### src/rtl/cdwu_wrq_if.sv
// Source-side write request bus and arbiter-facing head signals of one cdwu_wrq instance.
// slave is the queue's view; master is the view of whatever drives the source/grant side.
interface cdwu_wrq_if #(
    parameter int BANKBITS  = 5,
    parameter int WORDBITS  = 9,
    parameter int DATABITS  = 32,
    parameter int DEPTHBITS = 2
);
    logic                          s_valid;
    logic                          s_ready;
    logic [BANKBITS+WORDBITS-1:0]  s_addr;
    logic [DATABITS-1:0]           s_data;
    logic                          o_en;
    logic [BANKBITS+WORDBITS-1:0]  o_addr;
    logic [DATABITS-1:0]           o_data;
    logic                          grnt;
    logic [DEPTHBITS:0]            count;
    logic                          starve;

    modport slave (
        input  s_valid, s_addr, s_data, grnt,
        output s_ready, o_en, o_addr, o_data, count, starve
    );

    modport master (
        output s_valid, s_addr, s_data, grnt,
        input  s_ready, o_en, o_addr, o_data, count, starve
    );
endinterface

### src/rtl/cdwu_wrq.sv
// Per-source write request FIFO feeding the arbiter: presents the oldest request,
// retires it on grant, and flags a head request that keeps losing arbitration.
module cdwu_wrq #(
    parameter int BANKBITS  = 5,
    parameter int WORDBITS  = 9,
    parameter int DATABITS  = 32,
    parameter int DEPTHBITS = 2,
    parameter int WAITBITS  = 4
) (
    input  logic            clk,
    input  logic            rst_n,
    cdwu_wrq_if.slave       bus
);
    localparam int AW    = BANKBITS + WORDBITS;
    localparam int EW    = AW + DATABITS;
    localparam int DEPTH = 1 << DEPTHBITS;
    localparam int CW    = DEPTHBITS + 1;

    logic [EW-1:0]        r_mem [DEPTH];
    logic [DEPTHBITS-1:0] r_wptr;
    logic [DEPTHBITS-1:0] r_rptr;
    logic [CW-1:0]        r_count;
    logic [WAITBITS-1:0]  r_wait;

    logic                 w_full;
    logic                 w_en;
    logic                 w_push;
    logic                 w_pop;
    logic [EW-1:0]        w_head;

    // Fullness comes from the registered count only, so grnt never reaches s_ready.
    assign w_full      = (r_count == CW'(DEPTH));
    assign w_en        = (r_count != '0);
    assign w_push      = bus.s_valid & bus.s_ready;
    assign w_pop       = bus.grnt & w_en;
    assign w_head      = r_mem[r_rptr];

    assign bus.s_ready = rst_n & ~w_full;
    assign bus.o_en    = w_en;
    assign bus.o_addr  = w_head[EW-1:DATABITS];
    assign bus.o_data  = w_head[DATABITS-1:0];
    assign bus.count   = r_count;
    assign bus.starve  = &r_wait;

    always_ff @(posedge clk) begin
        if (w_push) begin
            r_mem[r_wptr] <= {bus.s_addr, bus.s_data};
        end
    end

    always_ff @(posedge clk or negedge rst_n) begin
        if (!rst_n) begin
            r_wptr  <= '0;
            r_rptr  <= '0;
            r_count <= '0;
            r_wait  <= '0;
        end else begin
            if (w_push) begin
                r_wptr <= r_wptr + DEPTHBITS'(1);
            end
            if (w_pop) begin
                r_rptr <= r_rptr + DEPTHBITS'(1);
            end
            case ({w_push, w_pop})
                2'b10:   r_count <= r_count + CW'(1);
                2'b01:   r_count <= r_count - CW'(1);
                default: r_count <= r_count;
            endcase
            // Any cycle without a losing head request restarts the starvation count.
            if (w_pop || !w_en) begin
                r_wait <= '0;
            end else if (!(&r_wait)) begin
                r_wait <= r_wait + WAITBITS'(1);
            end
        end
    end
endmodule

### src/flat_wrapper.sv
// flat-port wrapper written by rule: the top's interface ports become plain ports
module cdwu_wrq_flat 
#(
    parameter int BANKBITS  = 5,
    parameter int WORDBITS  = 9,
    parameter int DATABITS  = 32,
    parameter int DEPTHBITS = 2,
    parameter int WAITBITS  = 4
)
  (clk, rst_n, bus_s_valid, bus_s_addr, bus_s_data, bus_grnt, bus_s_ready, bus_o_en, bus_o_addr, bus_o_data, bus_count, bus_starve);
  cdwu_wrq_if #(.BANKBITS(BANKBITS), .WORDBITS(WORDBITS), .DATABITS(DATABITS), .DEPTHBITS(DEPTHBITS)) bus_i ();
  input  logic clk;
  input  logic rst_n;
  input wire logic [$bits(bus_i.s_valid)-1:0] bus_s_valid;
  input wire logic [$bits(bus_i.s_addr)-1:0] bus_s_addr;
  input wire logic [$bits(bus_i.s_data)-1:0] bus_s_data;
  input wire logic [$bits(bus_i.grnt)-1:0] bus_grnt;
  output wire logic [$bits(bus_i.s_ready)-1:0] bus_s_ready;
  output wire logic [$bits(bus_i.o_en)-1:0] bus_o_en;
  output wire logic [$bits(bus_i.o_addr)-1:0] bus_o_addr;
  output wire logic [$bits(bus_i.o_data)-1:0] bus_o_data;
  output wire logic [$bits(bus_i.count)-1:0] bus_count;
  output wire logic [$bits(bus_i.starve)-1:0] bus_starve;
  assign bus_i.s_valid = bus_s_valid;
  assign bus_i.s_addr = bus_s_addr;
  assign bus_i.s_data = bus_s_data;
  assign bus_i.grnt = bus_grnt;
  assign bus_s_ready = bus_i.s_ready;
  assign bus_o_en = bus_i.o_en;
  assign bus_o_addr = bus_i.o_addr;
  assign bus_o_data = bus_i.o_data;
  assign bus_count = bus_i.count;
  assign bus_starve = bus_i.starve;
  cdwu_wrq #(.BANKBITS(BANKBITS), .WORDBITS(WORDBITS), .DATABITS(DATABITS), .DEPTHBITS(DEPTHBITS), .WAITBITS(WAITBITS)) u_core (.clk(clk), .rst_n(rst_n), .bus(bus_i));
endmodule
### config.mk
export PLATFORM = sky130hd
export DESIGN_NAME = cdwu_wrq_flat
export DESIGN_NICKNAME = d
export VERILOG_FILES = /design/src/rtl/cdwu_wrq_if.sv /design/src/rtl/cdwu_wrq.sv /design/src/flat_wrapper.sv
export SDC_FILE = /design/constraint.sdc
export NUM_CORES = 1
export LEC_CHECK = 0
export ABC_AREA = 0
export BUFFER_PORTS_ARGS = -buffer_cell sky130_fd_sc_hd__buf_2
export CAP_MARGIN = 30
export CORE_ASPECT_RATIO = 0.7
export CORE_MARGIN = 2
export CORE_UTILIZATION = 40
export DETAILED_ROUTE_END_ITERATION = 7
export GPL_TIMING_DRIVEN = 0
export PLACE_DENSITY_LB_ADDON = 0.05
export SLEW_MARGIN = 20
export SYNTH_ARGS = -nofsm -noshare
export SYNTH_HDL_FRONTEND = slang
export SYNTH_SLANG_ARGS = --single-unit
### constraint.sdc
create_clock -name clk -period 2.84 [get_ports clk]
set_input_delay 0 -clock clk [delete_from_list [all_inputs] [get_ports clk]]
set_output_delay 0 -clock clk [all_outputs]
set_load 0.005 [all_outputs]
=== After elaboration in Yosys (flattened, before gate mapping) ===
Memory sizes are Yosys's and may differ from the RTL's.
Index checks and enable logic that the tools add are counted.

* Add/sub/neg operators: 5
* Equal/unequal tests: 4
* Mux-type cells: 5
* Bitwise gates (word level): 4
* Reduce and logical (&&, ||, !) cells: 5

{| class="wikitable"
|+ Operators with widths
! operator !! count
|-
| 4-bit two-way mux || 2
|-
| 3-bit one-hot mux with 2 select lines || 1
|-
| 2-bit by 1-bit adder with 2-bit output (second input constant) || 2
|-
| 4-bit by 1-bit adder with 4-bit output (second input constant) || 1
|-
| 4-bit AND reduction || 1
|-
| 3-bit by 1-bit adder with 3-bit output (second input constant) || 1
|-
| 1-bit bitwise AND || 3
|-
| 3-bit equality test (second input constant) || 1
|-
| 3-bit nonzero test || 1
|-
| 3-bit by 1-bit subtractor with 3-bit output (second input constant) || 1
|-
| 2-bit by 1-bit equality test with 1-bit output (second input constant) || 1
|-
| 2-bit equality test (second input constant) || 1
|-
| 1-bit two-way mux || 2
|-
| 2-bit by 1-bit inequality test with 1-bit output (second input constant) || 1
|-
| 2-bit nonzero test || 1
|-
| 1-bit logical NOT || 1
|-
| 1-bit logical OR || 1
|-
| 1-bit NOT || 1
|}

* Bits in registers: 11
* Memory bits (writable): 184
* Input bits: 50
* Logic and storage cells: 28
* Memories kept: 1

{| class="wikitable"
|+ Memory list
! name !! depth !! bits a word !! read ports !! clocked after memory_dff !! wr ports !! line !! text
|-
| u_core.r_mem || 4 || 46 || 1 || 0 || 1 || cdwu_wrq.sv:19 || <nowiki>logic [EW-1:0] r_mem [DEPTH];</nowiki>
|}

=== Longest topological paths before layout ===
Gate-level depths: netlist of run 1.

* Depth after elaboration: 6
* Gate-level depth with buffers: 9
* Depth with buffers taken out: 9

=== Least setup slack after synthesis of run 1 ===
OpenSTA, ideal clock, no wires.

* Kind: register to register
* From: register u_core.r_count[0], in the netlist u_core.bus.count[0]
* To: memory u_core.r_mem[0][0] (netlist name), enable pin
* Library setup time: 408 ps
* Data arrival time: 1,900 ps
* Required time: 2,432 ps
* Slack: 532 ps
* Stages on the path, launching flop included: 4
* Clock period less this slack: 2,308 ps
* Cell sequence: dfrtp_1 > nor2_1 > a21oi_2 > and2_1

* Word-level cells in the longest chain between the ends: 6

{| class="wikitable"
|+ Ends and longest elaborated chain
! element !! line !! text
|-
| start: declaration || cdwu_wrq.sv:22 || <nowiki>logic [CW-1:0] r_count;</nowiki>
|-
| start signal: assignment || cdwu_wrq.sv:65 || <nowiki>2'b10: r_count <= r_count + CW'(1);</nowiki>
|-
| start signal: assignment || cdwu_wrq.sv:66 || <nowiki>2'b01: r_count <= r_count - CW'(1);</nowiki>
|-
| start signal: assignment || cdwu_wrq.sv:67 || <nowiki>default: r_count <= r_count;</nowiki>
|-
| 3-bit equality test || cdwu_wrq.sv:32 || <nowiki>assign w_full = (r_count == CW'(DEPTH));</nowiki>
|-
| 1-bit NOT || cdwu_wrq.sv:38 || <nowiki>assign bus.s_ready = rst_n & ~w_full;</nowiki>
|-
| 1-bit bitwise AND || cdwu_wrq.sv:38 ||
|-
| 1-bit bitwise AND || cdwu_wrq.sv:34 || <nowiki>assign w_push = bus.s_valid & bus.s_ready;</nowiki>
|-
| 1-bit two-way mux || cdwu_wrq.sv:46 || <nowiki>if (w_push) begin</nowiki>
|-
| 1-bit two-way mux (not written as such) || cdwu_wrq.sv:47 || <nowiki>r_mem[r_wptr] <= {bus.s_addr, bus.s_data};</nowiki>
|-
| end: declaration || cdwu_wrq.sv:19 ||
|}

No other way between the ends.

=== Final worst setup path of run 1 ===
* From: register u_core.r_count[0], in the netlist u_core.bus.count[0]
* To: register u_core.r_count[2], in the netlist u_core.bus.count[2]

* Word-level cells in the longest chain between the ends: 6

{| class="wikitable"
|+ Ends and longest elaborated chain
! element !! line !! text
|-
| 3-bit equality test || cdwu_wrq.sv:32 ||
|-
| 1-bit NOT || cdwu_wrq.sv:38 ||
|-
| 1-bit bitwise AND || cdwu_wrq.sv:38 ||
|-
| 1-bit bitwise AND || cdwu_wrq.sv:34 ||
|-
| 2-bit by 1-bit equality test with 1-bit output / 2-bit equality test (equally long branches) || cdwu_wrq.sv:64 || <nowiki>case ({w_push, w_pop})</nowiki>
|-
| 3-bit one-hot mux with 2 select lines / 2-bit nonzero test (equally long branches) || - ||
|}

Parallel ways exist; a longest one is shown, timed or not.
A chain may end at the register's enable or synchronous reset.

==> impl_metrics.toml, run 1 <==
[routing]
routed_wirelength_um = 13600
drt-pass1-iter-count = 4
drt_iter0_drc = 270
viasPerCell = 4.82
ant_nets = 0
via_count = 3479
avgRoutedWirePerCell_um = 18.9
drcViolationCount = 0

[finish]
final_cell_mix = "184 x edfxtp_1, 105 x buf_2, 50 x dlygate4sd3_1, 46 x mux4_2, 17 x clkbuf_16"
fillers = 1460
drive_gt1_share_pct = 40.3
final_nets = 530
n_antenna_cell = 0
syn_to_final_growth_pct = 27.1
final_util_pct = 51.5
final_common_cell = "edfxtp_1"

[sta]
min_period_ns = 1.97
worst_slew_pin_slew_ns = 0.777
finalSetupViolations = 0
max_slew_margin_pct = 48.2
fin_worst_skew_ns = 0.00765
fmax_mhz = 506
finalHoldViolCount = 0
finalMaxSlewViolations = 0
grt_setup_unrepaired = "no"
tns_ns = 0
period_share_pct = 69.5

[clocking]
clock_latency_ns = 0.43
cts_buffer_depth = 2
root_buffer = "clkbuf_16"
htree_levels = 4
clkSlewWorstSetupHoldPaths_ns = 0.07
cts_made_buffers = 17
tritoncts = "done"
ctsHoldBuffers = 50
clock-sinks = 195
cts_resized = 0
post_cts_buffers = 0

[critical_path]
path_cells = "nor2_1, a21oi_2, inv_1, ha_1, inv_1, fa_1, xor2_1, nor2_1, xor2_1"
cp.required_ns = 3.19
endpoint_kind = "register"
slowest_stage = "dfrtp_1"
worst-setup-path-type = "reg2reg"
path_buf_inv = 2
slowest_delay_ns = 0.45
cp_max_fo = 7
startpoint_type = "register"
arrival_ns = 2.33
cp_top_family = "adder cells"

[floorplanning]
rows = 41
core_um2 = 17900
design.die.area_um2 = 19300
die_h_um = 117
start_util_pct = 40.5
ios = 102
die_w_um = 165

[placement]
io_buffers = 101
dp_hpwl_um = 8130
gp_congestion = 0.670

[synth]
synth_nets = 356
ys_ff_latch = 195
yosys.area.top_type = "edfxtp_1"
synth_top_area_share_pct = 76.1
avgSynthCellArea_um2 = 24.3
syn-cell-area_um2 = 7260
ys_warn_count = 0
netlist_instances = 299
ys_seq_area_share_pct = 79.9
synth_cell_types = 28
synthTopCellsByArea = "edfxtp_1 76%, mux4_2 14%, dfrtp_1 3.8%, ha_1 1.0%, xnor2_1 0.48%"

[worst_hold_path]
min-delay-path-class = "in2reg"

[global_routing]
antenna_found_initial = 0
grt_usage_pct = 15.0
grt_pass1_wl_um = 20500
grt_overflow = 0
grt_pass1_vias = 3637
grt_max_degree = 30

[pwr]
p_leak_nw = 3.23
p_per_area_nw_per_um2 = 892
peakVddDrop_mv = 0.387

[run_status]
status = "finished clean"

[job]
drv_cap = 0
## cells by family after synthesis
| group | Yosys count | share of synthesized area (%) |
|---|---|---|
| fa+ha+maj | 7 | 1.31 |
| mux | 49 | 14.7 |
| compound gates | 4 | 0.431 |
| buf+inv | 17 | 1.36 |
| flops | 195 | 79.9 |
| xor+xnor | 7 | 0.845 |
| simple gates | 20 | 1.41 |
## path summary, 6_finish.rpt
check | start | end | cells past startpoint | slack [ns]
setup / recovery | u_core.bus.count[0]$_DFFE_PN0P_ | u_core.bus.count[2]$_DFFE_PN0P_ | 9 | 0.87
hold / removal | bus_s_data[8] | u_core.r_mem[2][8]$_DFFE_PP_ | 2 | 0.32
setup reg to reg | u_core.bus.count[0]$_DFFE_PN0P_ | u_core.bus.count[2]$_DFFE_PN0P_ | 9 | 0.87
hold reg to reg | u_core.bus.count[2]$_DFFE_PN0P_ | u_core.bus.count[2]$_DFFE_PN0P_ | 1 | 0.56
max in group asynchronous | rst_n | u_core.r_wptr[0]$_DFFE_PN0P_ | 3 | 1.83
min in group asynchronous | rst_n | u_core.r_wait[3]$_DFFE_PN0P_ | 3 | 0.66
## state kept, by name, indices dropped and copies added, names as in the netlist
name / cells
u_core.r_wptr: 2
u_core.bus.count: 3
u_core.r_rptr: 2
u_core.r_wait: 4
u_core.r_mem: 184
## power breakdown
part	switching [mW]	internal [mW]	leakage [nW]	total, mW
sequential	0.119	3.51	1.80	3.63
combinational	1.10	1.18	1.15	2.28
clock	1.09	1.23	0.280	2.32
## per-layer routing
metal,wire length (um),global-route usage (%)
met2,6440,23.6
met3,667,4.37
met5,0,0
met1,6360,20.5
met4,152,4.87
## metrics by stage
step	power, mW	std cells	instance area [um^2]	hold WS, ns	setup WS, ns
after floorplan	5.07	299	7260	-0.296	0.532
after global placement	5.94	636	8060	-0.0944	-0.531
after detailed placement	5.99	640	8150	-0.101	0.861
after CTS	8.37	722	9220	0.296	0.816
after global routing	8.68	722	9220	0.317	0.751
final	8.23	722	9220	0.318	0.866
## Yosys cell counts (all sizes together)
library cell	count
and3	1
nand2	3
nor3	2
a21oi	1
and2	4
nand2b	1
nor2b	1
dfrtp	11
mux4	46
edfxtp	184
a21boi	1
mux2i	2
or3	1
o31a	1
nand3	1
mux2	1
inv	6
xor2	3
nor2	5
nor3b	1
clkbuf	2
fa	1
ha	6
a31oi	1
xnor2	4
buf	9
## worst reg2reg max path, cell delays in order, from the launching register on
cell	delay (ns)
dfrtp_1	0.45
nor2_1	0.19
a21oi_2	0.14
inv_1	0.08
ha_1	0.17
inv_1	0.06
fa_1	0.37
xor2_1	0.15
nor2_1	0.13
xor2_1	0.15
## final cells by class
cell class / instances / area, um^2 / area share (%)
flip-flops and latches: 195 / 5800 / 62.9
multi-input cells: 87 / 1370 / 14.8
repair buffers: 155 / 1090 / 11.8
clock buffers: 17 / 425 / 4.61
well taps: 236 / 295 / 3.20
clock inverters: 15 / 148 / 1.60
plain buffers: 11 / 76.3 / 0.828
inverters: 6 / 22.5 / 0.244
(Power assumes the default switching activity.)
==> run 2, diff against run 1 <==
- ABC_AREA: 0 -> 1
- clock period: 2.84 -> 1.7 ns (I/O delays scaled with it)
==> run 2 against run 1 <==
Effect of this change: the flow now finishes with violations (negative setup slack); hold slack gained 0.0020 ns; synthesized cell count is 94% higher; area after synthesis grew 5.3%; sequential cell count is the same; clock power grew 69%; utilization rose by 8.1 points; sequential power is 66% higher; cell count up 47%; first-iteration DRC count increased by 26%; via count increased by 49%.
==> impl_metrics.toml, run 2 <==
[synth]
ys_ff_latch = 195
netlist_instances = 580
synth_top_area_share_pct = 72.3
synth-edff-count = 184
avgSynthCellArea_um2 = 13.2
yosysMostFrequentCell = "edfxtp_1"
synthTopCellsByArea = "edfxtp_1 72%, nor2_1 7.2%, o21ai_1 6.2%, dfrtp_1 3.6%, o21ai_0 2.9%"
ys.flop_type = "edfxtp_1"
synth_common_cells = "184 x edfxtp_1, 147 x nor2_1, 94 x o21ai_1"
syn-cell-area_um2 = 7640
yosys.area.top_type = "edfxtp_1"
ys_async_sr_fraction_pct = 5.64
ys_warn_count = 0
synth_cell_types = 21
synth_nets = 637
ys_seq_area_share_pct = 75.9

[run_status]
violations = "negative setup slack"
status = "finished with violations"

[clocking]
clock-sinks = 195
htree_levels = 4
cts_buffer_depth = 2
cts_made_buffers = 17
clkSlewWorstSetupHoldPaths_ns = 0.07
root_buffer = "clkbuf_16"
clock_latency_ns = 0.43
tritoncts = "done"

[floorplanning]
die_w_um = 169
core_um2 = 18800
rows = 42
start_util_pct = 40.6
die_h_um = 120
ios = 102
design.die.area_um2 = 20300

[finish]
final_cells = 1060
top_register = "u_core.r_mem"
final_nets = 862
final_cell_mix = "184 x edfxtp_1, 102 x nor2_1, 101 x buf_2, 82 x o21ai_1, 50 x dlygate4sd3_1"
stdcell_area_um2 = 11200
largest_reg_flops = 184
drive_gt1_share_pct = 39.9
syn_to_final_growth_pct = 46.6
final_common_cell = "edfxtp_1"
n_antenna_cell = 0

[sta]
finalHoldViolCount = 0
fmax_mhz = 580
grt_setup_unrepaired = "yes"
max_slew_margin_pct = 61.2
finalSetupViolations = 31
fin_worst_skew_ns = 0.0108
min_period_ns = 1.72
finalMaxSlewViolations = 0
period_share_pct = 101
worst_slew_pin_slew_ns = 0.581
setup_ws_ns = -0.0237
finalHoldWorstSlack_ns = 0.320

[critical_path]
slowest_delay_ns = 0.41
reg2reg_depth = 8
worst-setup-path-type = "reg2reg"
slowest_stage = "dfrtp_1"
path_depth = 8
startpoint_type = "register"
cp_max_fo = 19
arrival_ns = 1.86
cp.required_ns = 1.83
cp_top_family = "buffers and inverters"
path_cells = "nor2_4, nand2_2, nand3_4, buf_4, buf_4, nor2_4, buf_12, buf_16"
path_buf_inv = 4
endpoint_kind = "register"

[worst_hold_path]
worstHoldPathCells = 2
min-delay-path-class = "in2reg"

[placement]
place_ws_ns = -0.271
io_buffers = 101
dpl_cell_area_um2 = 8710
gp_congestion = 0.708
dp_hpwl_um = 10900
placedCellCount = 931

[pwr]
p_per_area_nw_per_um2 = 1640
peakVddDrop_mv = 1.05
p_leak_nw = 4.17

[routing]
routed_wirelength_um = 19300
drcViolationCount = 0
drt-pass1-iter-count = 7
avgRoutedWirePerCell_um = 18.2
viasPerCell = 4.89
drt_iter0_drc = 339
via_count = 5188
ant_nets = 0

[global_routing]
grt_pass1_vias = 5060
grt_max_degree = 20
grt_usage_pct = 18.6
grt_pass1_wl_um = 28000
grt_overflow = 0
antenna_found_initial = 0

[job]
drv_cap = 0
run 2: cell count changes after synthesis, moves of 24 or more:
cell,delta
nor2_1,+142
o21ai_1,+94
mux4_2,-46
o21ai_0,+45
nand2_1,+24
run 2: kinds of logic after synthesis:
| family | share of synthesized area [%] |
|---|---|
| flip-flops | 75.9 |
| AND/OR/NAND/NOR | 9.31 |
| AO/OA/AOI/OAI | 9.33 |
| buffers and inverters | 4.12 |
| adder cells (fa/ha/maj) | 1.24 |
| XOR/XNOR | 0.115 |
run 2: worst reg2reg max path, cell delays in order (launching register included):
cell	delay, ns
dfrtp_1	0.41
nor2_4	0.07
nand2_2	0.09
nand3_4	0.12
buf_4	0.16
buf_4	0.13
nor2_4	0.10
buf_12	0.14
buf_16	0.18
run 2: repair_timing:
| item | CTS | global route |
|---|---|---|
| endpoints found under the hold margin | 203 | 0 |
| hold buffers | 50 | 0 |
| gates cloned | 5 | 15 |
| setup buffers | 18 | 13 |
| pin swaps | 21 | 34 |
| endpoints found under the setup margin | 190 | 85 |
| resized for setup | 77 | 169 |
run 2: path summary, 6_finish.rpt:
check | start | to | slack, ns
setup / recovery | u_core.bus.count[1]$_DFFE_PN0P_ | u_core.r_mem[2][45]$_DFFE_PP_ | -0.02
setup reg to reg | u_core.bus.count[1]$_DFFE_PN0P_ | u_core.r_mem[2][45]$_DFFE_PP_ | -0.02
hold reg to reg | u_core.r_wptr[1]$_DFFE_PN0P_ | u_core.r_wptr[1]$_DFFE_PN0P_ | 0.54
hold / removal | bus_s_data[18] | u_core.r_mem[1][18]$_DFFE_PP_ | 0.32
min in group asynchronous | rst_n | u_core.r_wptr[1]$_DFFE_PN0P_ | 0.72
max in group asynchronous | rst_n | u_core.r_rptr[0]$_DFFE_PN0P_ | 0.59
run 2: per-stage QoR:
stage	total power [mW]	util [%]	TNS (ns)
3_5_place_dp	11.5	46.3	-21.84
2_1_floorplan	9.17	-	-26.11
5_1_grt	19.4	59.6	-4.54
6_report	18.4	59.6	-0.366
4_1_cts	16.8	55.1	-1.04
3_3_place_gp	11.2	45.2	-147.12
run 2: cell type report:
| class | count | area, um^2 |
|---|---|---|
| Clock inverter | 15 | 149 |
| Buffer | 30 | 463 |
| Inverter | 19 | 88.8 |
| Sequential cell | 195 | 5800 |
| Multi-Input combinational cell | 335 | 2000 |
| Timing Repair Buffer | 207 | 1970 |
| Tap cell | 242 | 303 |
| Clock buffer | 17 | 425 |
| Fill cell | 1481 | 7610 |
run 2: report_power, final:
| group | switching, mW | internal [mW] | leakage [nW] |
|---|---|---|---|
| Combinational | 4.27 | 4.18 | 2.08 |
| Clock | 1.85 | 2.07 | 0.283 |
| Sequential | 0.210 | 5.83 | 1.81 |
run 2: per-layer routing:
layer  up-vias  routed length (um)  global-route usage [%]
met5         -                   0                       0
met4         0                 150                    4.59
met3        11                 776                    4.06
met2       122                9270                    31.6
met1      2535                9060                    24.5
li1       2520                   -                       -
